--- config.mk ---
export PLATFORM = sky130hd
export DESIGN_NAME = ren_conv_wb_master
export DESIGN_NICKNAME = d
export VERILOG_FILES = /design/src/rtl/ren_conv_pkg.sv /design/src/rtl/ren_wb_ack_watchdog.sv /design/src/rtl/ren_conv_wb_master.sv
export SDC_FILE = /design/constraint.sdc
export NUM_CORES = 1
export LEC_CHECK = 0
export ABC_AREA = 1
export CORE_MARGIN = 2
export CORE_UTILIZATION = 50
export DETAILED_ROUTE_END_ITERATION = 10
export GPL_TIMING_DRIVEN = 1
export PLACE_DENSITY_LB_ADDON = 0.12
export SLEW_MARGIN = 20
export SYNTH_ARGS = -nofsm -noshare
export SYNTH_HDL_FRONTEND = slang
export SYNTH_SLANG_ARGS = --single-unit
--- constraint.sdc ---
create_clock -name wb_clk_i -period 4.4 [get_ports wb_clk_i]
set_input_delay 0.88 -clock wb_clk_i [delete_from_list [all_inputs] [get_ports wb_clk_i]]
set_output_delay 0.88 -clock wb_clk_i [all_outputs]
set_load 0.02 [all_outputs]
--- src/rtl/ren_conv_pkg.sv ---
// Shared definitions for the conv accelerator Wishbone initiator:
// FSM state encoding, instance address map constants and the beat stride.
package ren_conv_pkg;

  // Sequencer states of the Wishbone initiator
  typedef enum logic [2:0] {
    ST_IDLE   = 3'd0,
    ST_ISSUE  = 3'd1,
    ST_WAIT   = 3'd2,
    ST_RHOLD  = 3'd3,
    ST_FINISH = 3'd4
  } state_e;

  // Accelerator instance i lives at address byte [31:24] = INST_BASE + i
  localparam logic [7:0] INST_BASE = 8'h30;

  // Instance-select field inside the byte address
  localparam int INST_SEL_MSB = 25;
  localparam int INST_SEL_LSB = 24;

  // Byte distance between consecutive 32-bit words of a sequence
  localparam int ADDR_STRIDE = 4;

  // Instance index addressed by a byte address
  function automatic logic [1:0] inst_sel(input logic [31:0] byte_addr);
    return byte_addr[INST_SEL_MSB:INST_SEL_LSB];
  endfunction

endpackage

--- src/rtl/ren_wb_ack_watchdog.sv ---
// Ack watchdog for the conv Wishbone initiator. Only built when the
// REN_WB_TIMEOUT_EN macro is defined; counts consecutive WAIT cycles and
// flags expiry in the TIMEOUT_CYCLES-th one.
`ifdef REN_WB_TIMEOUT_EN
module ren_wb_ack_watchdog #(
  parameter int TIMEOUT_CYCLES = 64
) (
  input  logic clk_i,
  input  logic rst_i,
  input  logic run_i,
  output logic expired_o
);

  localparam int CW = $clog2(TIMEOUT_CYCLES + 1);

  logic [CW-1:0] cnt_q;

  // Expiry is decoded combinationally so the FSM can abort on the same edge
  assign expired_o = run_i && (cnt_q == CW'(TIMEOUT_CYCLES - 1));

  // Counter restarts from zero whenever the FSM is outside WAIT
  always_ff @(posedge clk_i) begin
    if (rst_i) begin
      cnt_q <= '0;
    end else if (!run_i) begin
      cnt_q <= '0;
    end else if (!expired_o) begin
      cnt_q <= cnt_q + CW'(1);
    end else begin
      cnt_q <= cnt_q;
    end
  end

endmodule
`endif

--- src/rtl/ren_conv_wb_master.sv ---
// Wishbone classic initiator for the multi-instance conv accelerator.
// Runs sequences of single-word transfers: writes words from a streaming
// source or reads words into a streaming sink, one idle bus cycle between
// beats. Optional ack watchdog: define REN_WB_TIMEOUT_EN.
module ren_conv_wb_master
  import ren_conv_pkg::*;
#(
  parameter int ADDR_WIDTH     = 32,
  parameter int DATA_WIDTH     = 32,
  parameter int LEN_WIDTH      = 8,
  parameter int TIMEOUT_CYCLES = 64
) (
  input  logic                    wb_clk_i,
  input  logic                    wb_rst_i,
  input  logic                    cmd_valid,
  output logic                    cmd_ready,
  input  logic                    cmd_we,
  input  logic [ADDR_WIDTH-1:0]   cmd_addr,
  input  logic [LEN_WIDTH-1:0]    cmd_len,
  input  logic [DATA_WIDTH-1:0]   wr_data,
  input  logic                    wr_valid,
  output logic                    wr_ready,
  output logic [DATA_WIDTH-1:0]   rd_data,
  output logic                    rd_valid,
  input  logic                    rd_ready,
  output logic                    busy,
  output logic                    done,
  output logic                    err,
  output logic                    wbm_cyc_o,
  output logic                    wbm_stb_o,
  output logic                    wbm_we_o,
  output logic [DATA_WIDTH/8-1:0] wbm_sel_o,
  output logic [ADDR_WIDTH-1:0]   wbm_adr_o,
  output logic [DATA_WIDTH-1:0]   wbm_dat_o,
  input  logic                    wbm_ack_i,
  input  logic [DATA_WIDTH-1:0]   wbm_dat_i
);

  state_e                  state_q;
  logic                    we_seq_q;
  logic [ADDR_WIDTH-1:0]   addr_q;
  logic [LEN_WIDTH-1:0]    cnt_q;
  logic                    cyc_q;
  logic                    stb_q;
  logic                    we_o_q;
  logic [ADDR_WIDTH-1:0]   adr_o_q;
  logic [DATA_WIDTH-1:0]   dat_o_q;
  logic [DATA_WIDTH-1:0]   rd_data_q;
  logic                    rd_valid_q;
  logic                    wr_ready_q;
  logic                    busy_q;
  logic                    done_q;
  logic [ADDR_WIDTH-1:0]   addr_d;
  logic [LEN_WIDTH-1:0]    cnt_d;
  logic                    timeout_s;

  // Next word address wraps naturally at 2^ADDR_WIDTH
  assign addr_d = addr_q + ADDR_WIDTH'(ADDR_STRIDE);
  assign cnt_d  = cnt_q - LEN_WIDTH'(1);

`ifdef REN_WB_TIMEOUT_EN
  logic err_q;
  logic wd_expired_s;

  ren_wb_ack_watchdog #(
    .TIMEOUT_CYCLES (TIMEOUT_CYCLES)
  ) u_ack_watchdog (
    .clk_i     (wb_clk_i),
    .rst_i     (wb_rst_i),
    .run_i     (state_q == ST_WAIT),
    .expired_o (wd_expired_s)
  );

  // A late ack in the expiry cycle still wins over the abort
  assign timeout_s = wd_expired_s && !wbm_ack_i;
  assign err       = err_q;
`else
  assign timeout_s = 1'b0;
  assign err       = 1'b0;
`endif

  assign cmd_ready = (state_q == ST_IDLE);
  assign wbm_sel_o = '1;
  assign wbm_cyc_o = cyc_q;
  assign wbm_stb_o = stb_q;
  assign wbm_we_o  = we_o_q;
  assign wbm_adr_o = adr_o_q;
  assign wbm_dat_o = dat_o_q;
  assign rd_data   = rd_data_q;
  assign rd_valid  = rd_valid_q;
  assign wr_ready  = wr_ready_q;
  assign busy      = busy_q;
  assign done      = done_q;

  // Sequencer FSM with all bus and stream outputs registered
  always_ff @(posedge wb_clk_i) begin
    if (wb_rst_i) begin
      state_q    <= ST_IDLE;
      we_seq_q   <= 1'b0;
      addr_q     <= '0;
      cnt_q      <= '0;
      cyc_q      <= 1'b0;
      stb_q      <= 1'b0;
      we_o_q     <= 1'b0;
      adr_o_q    <= '0;
      dat_o_q    <= '0;
      rd_data_q  <= '0;
      rd_valid_q <= 1'b0;
      wr_ready_q <= 1'b0;
      busy_q     <= 1'b0;
      done_q     <= 1'b0;
`ifdef REN_WB_TIMEOUT_EN
      err_q      <= 1'b0;
`endif
    end else begin
      done_q     <= 1'b0;
      wr_ready_q <= 1'b0;
`ifdef REN_WB_TIMEOUT_EN
      err_q      <= 1'b0;
`endif
      case (state_q)
        ST_IDLE: begin
          if (cmd_valid) begin
            we_seq_q <= cmd_we;
            addr_q   <= cmd_addr;
            cnt_q    <= cmd_len;
            if (cmd_len == '0) begin
              done_q <= 1'b1;
            end else begin
              busy_q  <= 1'b1;
              state_q <= ST_ISSUE;
            end
          end
        end
        ST_ISSUE: begin
          if (!we_seq_q) begin
            cyc_q   <= 1'b1;
            stb_q   <= 1'b1;
            we_o_q  <= 1'b0;
            adr_o_q <= addr_q;
            state_q <= ST_WAIT;
          end else if (wr_valid) begin
            // The source word is consumed as the beat is launched
            cyc_q      <= 1'b1;
            stb_q      <= 1'b1;
            we_o_q     <= 1'b1;
            adr_o_q    <= addr_q;
            dat_o_q    <= wr_data;
            wr_ready_q <= 1'b1;
            state_q    <= ST_WAIT;
          end
        end
        ST_WAIT: begin
          if (wbm_ack_i) begin
            cyc_q  <= 1'b0;
            stb_q  <= 1'b0;
            we_o_q <= 1'b0;
            addr_q <= addr_d;
            cnt_q  <= cnt_d;
            if (!we_seq_q) begin
              rd_data_q  <= wbm_dat_i;
              rd_valid_q <= 1'b1;
              state_q    <= ST_RHOLD;
            end else if (cnt_d != '0) begin
              state_q <= ST_ISSUE;
            end else begin
              done_q  <= 1'b1;
              busy_q  <= 1'b0;
              state_q <= ST_FINISH;
            end
          end else if (timeout_s) begin
            cyc_q   <= 1'b0;
            stb_q   <= 1'b0;
            we_o_q  <= 1'b0;
            cnt_q   <= '0;
            busy_q  <= 1'b0;
`ifdef REN_WB_TIMEOUT_EN
            err_q   <= 1'b1;
`endif
            state_q <= ST_IDLE;
          end
        end
        ST_RHOLD: begin
          // No further bus request until the sink takes the word
          if (rd_ready) begin
            rd_valid_q <= 1'b0;
            if (cnt_q != '0) begin
              state_q <= ST_ISSUE;
            end else begin
              done_q  <= 1'b1;
              busy_q  <= 1'b0;
              state_q <= ST_FINISH;
            end
          end
        end
        ST_FINISH: begin
          state_q <= ST_IDLE;
        end
        default: begin
          state_q <= ST_IDLE;
        end
      endcase
    end
  end

endmodule
Word-level counts from Yosys, hierarchy flattened --
Cells that the tools add are included.
Operators by class: add/subtract/negate cells 2, equal/unequal tests 13, muxes and demuxes 45, bitwise operators 2, reduce and logical (&&, ||, !) cells 18
Operator list (count):
- 32-bit 2-to-1 mux | 4
- 32-bit case mux with 2 select lines | 1
- 32-bit by 3-bit adder with 32-bit output, second input constant | 1
- 3-bit 2-to-1 mux | 9
- 1-bit 2-to-1 mux | 22
- 2-bit != test, second input constant | 9
- 8-bit 2-to-1 mux | 2
- 8-bit case mux with 2 select lines | 1
- 8-bit nonzero test | 2
- 3-bit case mux with 4 select lines | 1
- 3-bit AND reduction | 4
- 8-bit logical NOT | 1
- 8-bit AND reduction | 1
- 8-bit by 1-bit subtractor with 8-bit output, second input constant | 1
- 3-bit by 2-bit == test with 1-bit output, second input constant | 2
- 1-bit case mux with 2 select lines | 3
- 1-bit case mux with 3 select lines | 2
- 2-bit nonzero test | 3
- 5-bit AND reduction | 1
- 2-bit AND reduction | 2
- 4-bit AND reduction | 1
- 3-bit by 1-bit == test with 1-bit output, second input constant | 1
- 3-bit logical NOT | 1
- 3-bit != test, second input constant | 1
- 3 further kinds | 4
Word-level totals: bits in registers 146, input bits 111, output and inout bits 109, word-level logic and storage cells 93

Logic depth before layout (Yosys ltp) --
Gate-level depths: netlist of run 1.
word-level depth 6, mapped depth 14, mapped depth without buffers 14

Worst setup path before layout of run 1 --
OpenSTA, ideal clock, no wires.
path type in2reg, from input port wr_valid, to register adr_o_q[21], in the netlist wbm_adr_o[21], library setup time 70 ps, arrival 1701 ps, required time 4330 ps, setup slack 2629 ps, stages 7, path buffers 2, path through inv_1 -> nand2_1 -> nand2_1 -> inv_1 -> buf_2 -> buf_4 -> a21oi_1
Between the ends: word-level cells in the longest chain between the ends 2
Ends and longest elaborated chain:
- start: declaration | line ren_conv_wb_master.sv:21 | input logic wr_valid,
- 2-bit != test (no source line)
- 2-bit AND reduction (no source line)
- end signal: assignment | line ren_conv_wb_master.sv:140 | adr_o_q <= addr_q;
- end signal: assignment | line ren_conv_wb_master.sv:147 | adr_o_q <= addr_q;
- end: declaration | line ren_conv_wb_master.sv:46 | logic [ADDR_WIDTH-1:0] adr_o_q;
No other way between the ends. A chain may end at the register's enable or synchronous reset.

Final worst setup path of run 1 --
from register state_q[2], to register addr_q[20]
Between the ends: word-level cells in the longest chain between the ends 3, elaborated cells on any way between the ends 7, those cells by class eq/ne: 3; mux: 1; reduce/logical: 3
Ends and longest elaborated chain:
- start: declaration | line ren_conv_wb_master.sv:39 | state_e state_q;
- start signal: assignment | line ren_conv_wb_master.sv:98 | state_q <= ST_IDLE;
- start signal: assignment | line ren_conv_wb_master.sv:131 | state_q <= ST_ISSUE;
- start signal: assignment | line ren_conv_wb_master.sv:141 | state_q <= ST_WAIT;
- 3-bit by 2-bit == test with 1-bit output / 3-bit logical NOT (equally long branches) | line ren_conv_wb_master.sv:121 | case (state_q)
- 2-bit != test (no source line) / 2-bit nonzero test (equally long branches)
- 3-bit AND reduction (no source line)
- end signal: assignment | line ren_conv_wb_master.sv:125 | addr_q <= cmd_addr;
- end signal: assignment | line ren_conv_wb_master.sv:158 | addr_q <= addr_d;
- end: declaration | line ren_conv_wb_master.sv:41 | logic [ADDR_WIDTH-1:0] addr_q;
Parallel ways exist; a longest one is shown, timed or not.

==> results.md, run 1 <==
* DR iter-0 viols at 546
* CP required at 4.72 ns
* Worst hold start: addr_q[0]$_SDFFE_PP0P_
* Worst-Skew Late Latency at 0.43 ns
* Maximum vdd drop at 0.000440 V
* Area grow syn2layout at 41.6%
* Worst min path class: reg -> reg
* Worst R2R Path Depth at 10
* CP Capture Type: flip-flop
* Ratio of final minimum period to clock period at 0.621
* Max-Cap Viols at 0
* Antenna diode count at 0
* Root Buffer: clkbuf_16
* Sequential area share after synthesis at 0.442
* Leakage power at 0.00367 µW
* CTS Buffer Depth at 2
* Final Instance Area at 9360 µm²
* GP Congestion at 0.942
* Reg2Reg Launch Point: state_q[2]$_SDFFE_PP0P_
* Placed cells at 1293
* FMAX at 0.366 GHz
* Setup violations, final at 0
* Worst slew pin tran at 0.738 ns
* Part of the power in the clock network at 0.259
* Post-synth ARST share at 0
* Worst Skew at 0.00731 ns
* Resized cells post-CTS at 0
* First-pass DRT Iterations at 7
* Post-synth EDFFs at 0
* Antenna Nets Post-Route at 0
* NetSw at 2190 µW
* Vias in the first global route at 6668
* Ys flop type: dfxtp_1
* Largest net degree at the start of global routing at 52
* Die Y-Extent at 119 µm
* P_int at 3450 µW
* Row cnt at 41
* Hold buffers post-CTS at 0
* Commonest cells after routing, fill and taps aside: 214 x clkdlybuf4s50_1, 207 x nor2_1, 157 x nand2_1
* Setup TNS Final at 0 ns
* Via count at 7006
* CTS Buf Count at 17
* Register bit total from synthesis at 146
* Tmin final at 2.73 ns
* DR WL/cell at 15.4 µm
* H-Tree Depth at 4
* Syn Area/Cell at 6.95 µm²
* Arrival @ worst endpoint at 3.05 ns
* Hold Slack at 0.453 ns
* All-Layer GR Usage at 0.291
* Layout cell share with drive strength beyond 1 at 0.0520
* Clock transition at path regs at 0.06 ns
* Number of buffers added for setup after CTS at 0
* WHS Endpoint: addr_q[0]$_SDFFE_PP0P_
* Hold Path Depth at 2
* Initial antenna violation count at 1
* Commonest non-fill, non-tap cell in the layout: clkdlybuf4s50_1
* Dpl hpwl at 14200 µm
* Synthesized area at 6610 µm²
* DRC viols at 0
* Critical path peak fanout at 50
* Clock sink total at 146
* Relative slew slack at 0.508
* Reg2reg end: addr_q[20]$_SDFFE_PP0P_
* RSZ-0062 raised after global routing: no
* DRT Wirelength at 20400 µm
* Yosys warning count at 0
* DP Area at 8760 µm²
* Die X at 119 µm
* Post-route core utilization at 0.733
* Initial Util at 0.517
* DR vias/cell at 5.29
* Finished Layout Cells at 1325
* CTS tree: done
* First-pass GRT wire length at 32700 µm
* PD cells at 602 nW/µm²
* Final net count at 1254
* Die Area at 14100 µm²
* IO Port Bufs at 214
* Unique masters post-synth at 38
* Final hold vios at 0
* Sequential Power Share at 0.350
* Status: finished clean
* Cells after Synth at 951
* Logic pwr share at 0.391
* Switching Share at 0.388
* Ports at 220
* Max-slew violation count at 0
* Core area at 12800 µm²
* Total gr overflow at 0
* R2R Setup Slk at 1.67 ns
* Startpoint Class: flip-flop
* Crit path kind: reg -> reg
-- metal layers --
layer  part of all wire  GRT usage  routed length [µm]  up-vias
met5            0.00064          0                  13        -
met3              0.098      0.112                2010       50
met1               0.40      0.344                8240     3161
met4              0.033      0.132                 669        2
li1                   -          -                   -     3486
met2               0.46      0.466                9510      307
-- final cells by class --
cell class | count | area, µm²
timing repair buffer | 221 | 2190
fill | 1012 | 3420
clock buffer | 24 | 502
sequential | 146 | 2920
multi-input combinational | 691 | 3190
inverter | 63 | 236
clock inverter | 8 | 100
tap | 172 | 215
-- synthesized netlist by cell type, types with 2 or more instances --
cell type	instances	area, µm²
nand3_1	41	205
conb_1	2	7.51
a31oi_1	11	68.8
nor2_1	207	777
buf_2	22	110
clkbuf_1	20	75.1
nor3_4	2	32.5
buf_1	2	7.51
nand4_1	11	68.8
buf_4	9	67.6
nand2_1	157	589
nor2_2	2	12.5
o21ai_1	7	35.0
nand2_4	2	22.5
or2_2	5	31.3
o21ai_0	128	641
a311oi_1	2	17.5
nor2_4	2	22.5
inv_2	6	22.5
xor2_1	4	35.0
a211oi_1	3	22.5
dfxtp_1	146	2920
o211ai_1	6	45.0
ha_1	3	37.5
inv_1	57	214
a21oi_1	66	330
o21bai_1	6	45.0
nor3_1	11	55.1
nand2_2	2	12.5
-- sequential cells by signal (all words and copies together) (netlist names) --
signal     count
wbm_we_o       1
we_seq_q       1
rd_data       32
rd_valid       1
state_q        3
wbm_adr_o     32
wbm_stb_o      1
wbm_dat_o     32
cnt_q          8
done           1
wr_ready       1
busy           1
addr_q        32
-- power groups by stage --
stage / registers (µW) / clock network (µW) / logic, µW
after floorplan: 2170 / 0 / 1190
after global placement: 1980 / 0 / 2140
after detailed placement: 1980 / 0 / 2170
after CTS: 1970 / 1470 / 2190
after global routing: 2020 / 1530 / 2440
final: 1970 / 1460 / 2200
-- logic make-up (layout without fill, tap and decap cells) --
| family | Yosys count | count (layout) | share of synthesized area |
|---|---|---|---|
| other | 2 | 5 | 0.00114 |
| buffers and inverters | 117 | 316 | 0.0769 |
| AOI/OAI and AO/OA | 233 | 233 | 0.187 |
| adders and majority gates | 3 | 3 | 0.00568 |
| xor gates and xnor gates | 4 | 4 | 0.00530 |
| and+or+nand+nor | 446 | 446 | 0.281 |
| DFF | 146 | 146 | 0.442 |
-- worst max-delay path, cell delays in order, from the launching register on --
cell     delay [ns]
dfxtp_1        0.39
nor2_2         0.20
nand2_4        0.22
inv_2          0.33
nand2_2        0.16
nand2_4        0.44
inv_2          0.35
a21oi_1        0.29
nand3_1        0.11
nand2_1        0.08
nor2_1         0.05
-- stage by stage --
step | power [µW] | worst slack [ns]
4_1_cts | 5640 | 1.69
6_report | 5640 | 1.67
3_3_place_gp | 4120 | 1.51
2_1_floorplan | 3360 | 2.63
5_1_grt | 5990 | 1.45
3_5_place_dp | 4160 | 1.44
-- worst max-delay path by stage --
stage	slack, ns	start	to	depth (start not counted)
after floorplan	2.63	wr_valid	wbm_adr_o[21]$_SDFFE_PP0P_	7
after global placement	1.51	wb_rst_i	cnt_q[5]$_SDFFE_PP0P_	6
after detailed placement	1.44	wb_rst_i	wbm_adr_o[17]$_SDFFE_PP0P_	6
after CTS	1.69	state_q[2]$_SDFFE_PP0P_	addr_q[20]$_SDFFE_PP0P_	10
after global routing	1.45	state_q[2]$_SDFFE_PP0P_	addr_q[20]$_SDFFE_PP0P_	10
final	1.67	state_q[2]$_SDFFE_PP0P_	addr_q[20]$_SDFFE_PP0P_	10
Note: power is estimated with default switching activity, not from simulation.
==> run 2, diff against run 1 <==
CORE_UTILIZATION = 42   (was 50)
clock period = 2.4 ns   (was 4.4 ns; I/O delays follow)
==> run 2 against run 1 <==
Effect of this change: utilization decreased by 11 points; largest power group unchanged; sequential cell count is the same; worst hold slack improved by 0.0050 ns; clock skew decreased by 0.0017 ns; sequential power grew 83%; non-clock buffer count rose by 10; power rose by 86%; clock power increased by 83%; clock-buffer cell count down 1; cell count increased by 3.8%.
==> results.md, run 2 (same netlist as run 1, synthesis figures left out) <==
* Status: finished clean
* Core area at 15300 µm²
* Commonest non-fill, non-tap cell in the layout: clkdlybuf4s50_1
* CP required at 1.92 ns
* FMAX at 0.442 GHz
* Final hold vios at 0
* Root Buffer: clkbuf_16
* Hold Slack at 0.458 ns
* Pre-CTS setup slack at 0.315 ns
* DR iter-0 viols at 426
* PD cells at 1100 nW/µm²
* DRC viols at 0
* Total gr overflow at 0
* Final Instance Area at 9530 µm²
* Dpl hpwl at 14500 µm
* First-pass GRT wire length at 33400 µm
* Setup TNS Final at 0 ns
* Worst min path class: reg -> reg
* Ratio of final minimum period to clock period at 0.942
* Placed cells at 1340
* Switching Share at 0.384
* Layout cell share with drive strength beyond 1 at 0.0610
* Reg2Reg Launch Point: state_q[2]$_SDFFE_PP0P_
* P_int at 6450 µW
* Die X at 129 µm
* Worst slew pin tran at 0.625 ns
* DRT Wirelength at 20700 µm
* Final WS setup at 0.139 ns
* First-pass DRT Iterations at 5
* Clock transition at path regs at 0.06 ns
* Tmin final at 2.26 ns
* Beginning of the critical path: state_q[1]$_SDFFE_PP0P_
* Largest net degree at the start of global routing at 60
* Ports at 220
* CTS Buf Count at 17
* Setup violations, final at 0
* NetSw at 4020 µW
* Die Area at 16700 µm²
* H-Tree Depth at 4
* Worst-Skew Late Latency at 0.42 ns
* Die Y-Extent at 129 µm
* Antenna Nets Post-Route at 0
* Commonest cells after routing, fill and taps aside: 214 x clkdlybuf4s50_1, 207 x nor2_1, 157 x nand2_1
* IO Port Bufs at 214
* Maximum vdd drop at 0.000661 V
* Clock sink total at 146
* Relative slew slack at 0.583
* Part of the power in the clock network at 0.255
* Max-Cap Viols at 0
* CTS Buffer Depth at 2
* CP Capture Type: output port
* Vias in the first global route at 6619
* Arrival @ worst endpoint at 1.78 ns
* Finished Layout Cells at 1375
* Leakage power at 0.00375 µW
* DP Area at 8910 µm²
* GP Congestion at 0.909
* Worst hold start: addr_q[1]$_SDFFE_PP0P_
* DR vias/cell at 4.99
* Area grow syn2layout at 44.3%
* Sequential Power Share at 0.345
* FILL cells at 1354
* All-Layer GR Usage at 0.254
* Final net count at 1264
* Initial Util at 0.433
* RSZ-0062 raised after global routing: no
* Hold buffers post-CTS at 0
* Initial antenna violation count at 1
* Startpoint Class: flip-flop
* CTS tree: done
* Critical path peak fanout at 6
* Worst Skew at 0.00559 ns
* Max-slew violation count at 0
* Row cnt at 45
* Via count at 6865
* Crit path kind: reg -> out
* DR WL/cell at 15.1 µm
* Logic pwr share at 0.400
[run 2: power groups by stage]
stage	clock network [µW]	logic, µW	registers, µW
after detailed placement	0	4120	3640
after global placement	0	4100	3630
after floorplan	0	2190	3970
after global routing	2830	4670	3710
final	2670	4190	3610
after CTS	2720	4160	3600
[run 2: critical path: stages (launching register included)]
cell and delay, ns:
dfxtp_1 0.40, nor3_4 0.30, clkdlybuf4s50_1 0.65
[run 2: repair_timing]
action                                  in CTS  in global routing
endpoints found under the setup margin       0                  1
resized for setup                            0                  0
buffers inserted                             0                  2
[run 2: per-stage QoR]
stage          utilization  power [µW]
2_1_floorplan            -        6160
3_3_place_gp         0.584        7730
3_5_place_dp         0.584        7760
4_1_cts              0.624       10500
5_1_grt              0.625       11200
6_report             0.625       10500
[run 2: final cells by class]
| class | count | area [µm²] | area share |
|---|---|---|---|
| multi-input cells | 691 | 3190 | 0.334 |
| flip-flops and latches | 146 | 2920 | 0.307 |
| repair buffers | 231 | 2320 | 0.243 |
| clock buffers | 23 | 498 | 0.0522 |
| well taps | 211 | 264 | 0.0277 |
| inverters | 63 | 236 | 0.0248 |
| clock inverters | 9 | 103 | 0.0108 |
| diodes | 1 | 2.50 | 0.000263 |
[run 2: layer usage]
layer / up-vias / global-route usage / share of wire
li1: 3514 / - / -
met1: 3100 / 0.319 / 0.44
met2: 226 / 0.407 / 0.46
met3: 25 / 0.102 / 0.087
met4: 0 / 0.0677 / 0.016
met5: - / 0 / 0
[run 2: path summary, 6_finish.rpt]
check / to / slack, ns / cells after the start
max: cmd_ready / 0.14 / 2
min: wbm_adr_o[1]$_SDFFE_PP0P_ / 0.46 / 2
max reg2reg: addr_q[6]$_SDFFE_PP0P_ / 0.40 / 8
min reg2reg: wbm_adr_o[1]$_SDFFE_PP0P_ / 0.46 / 2
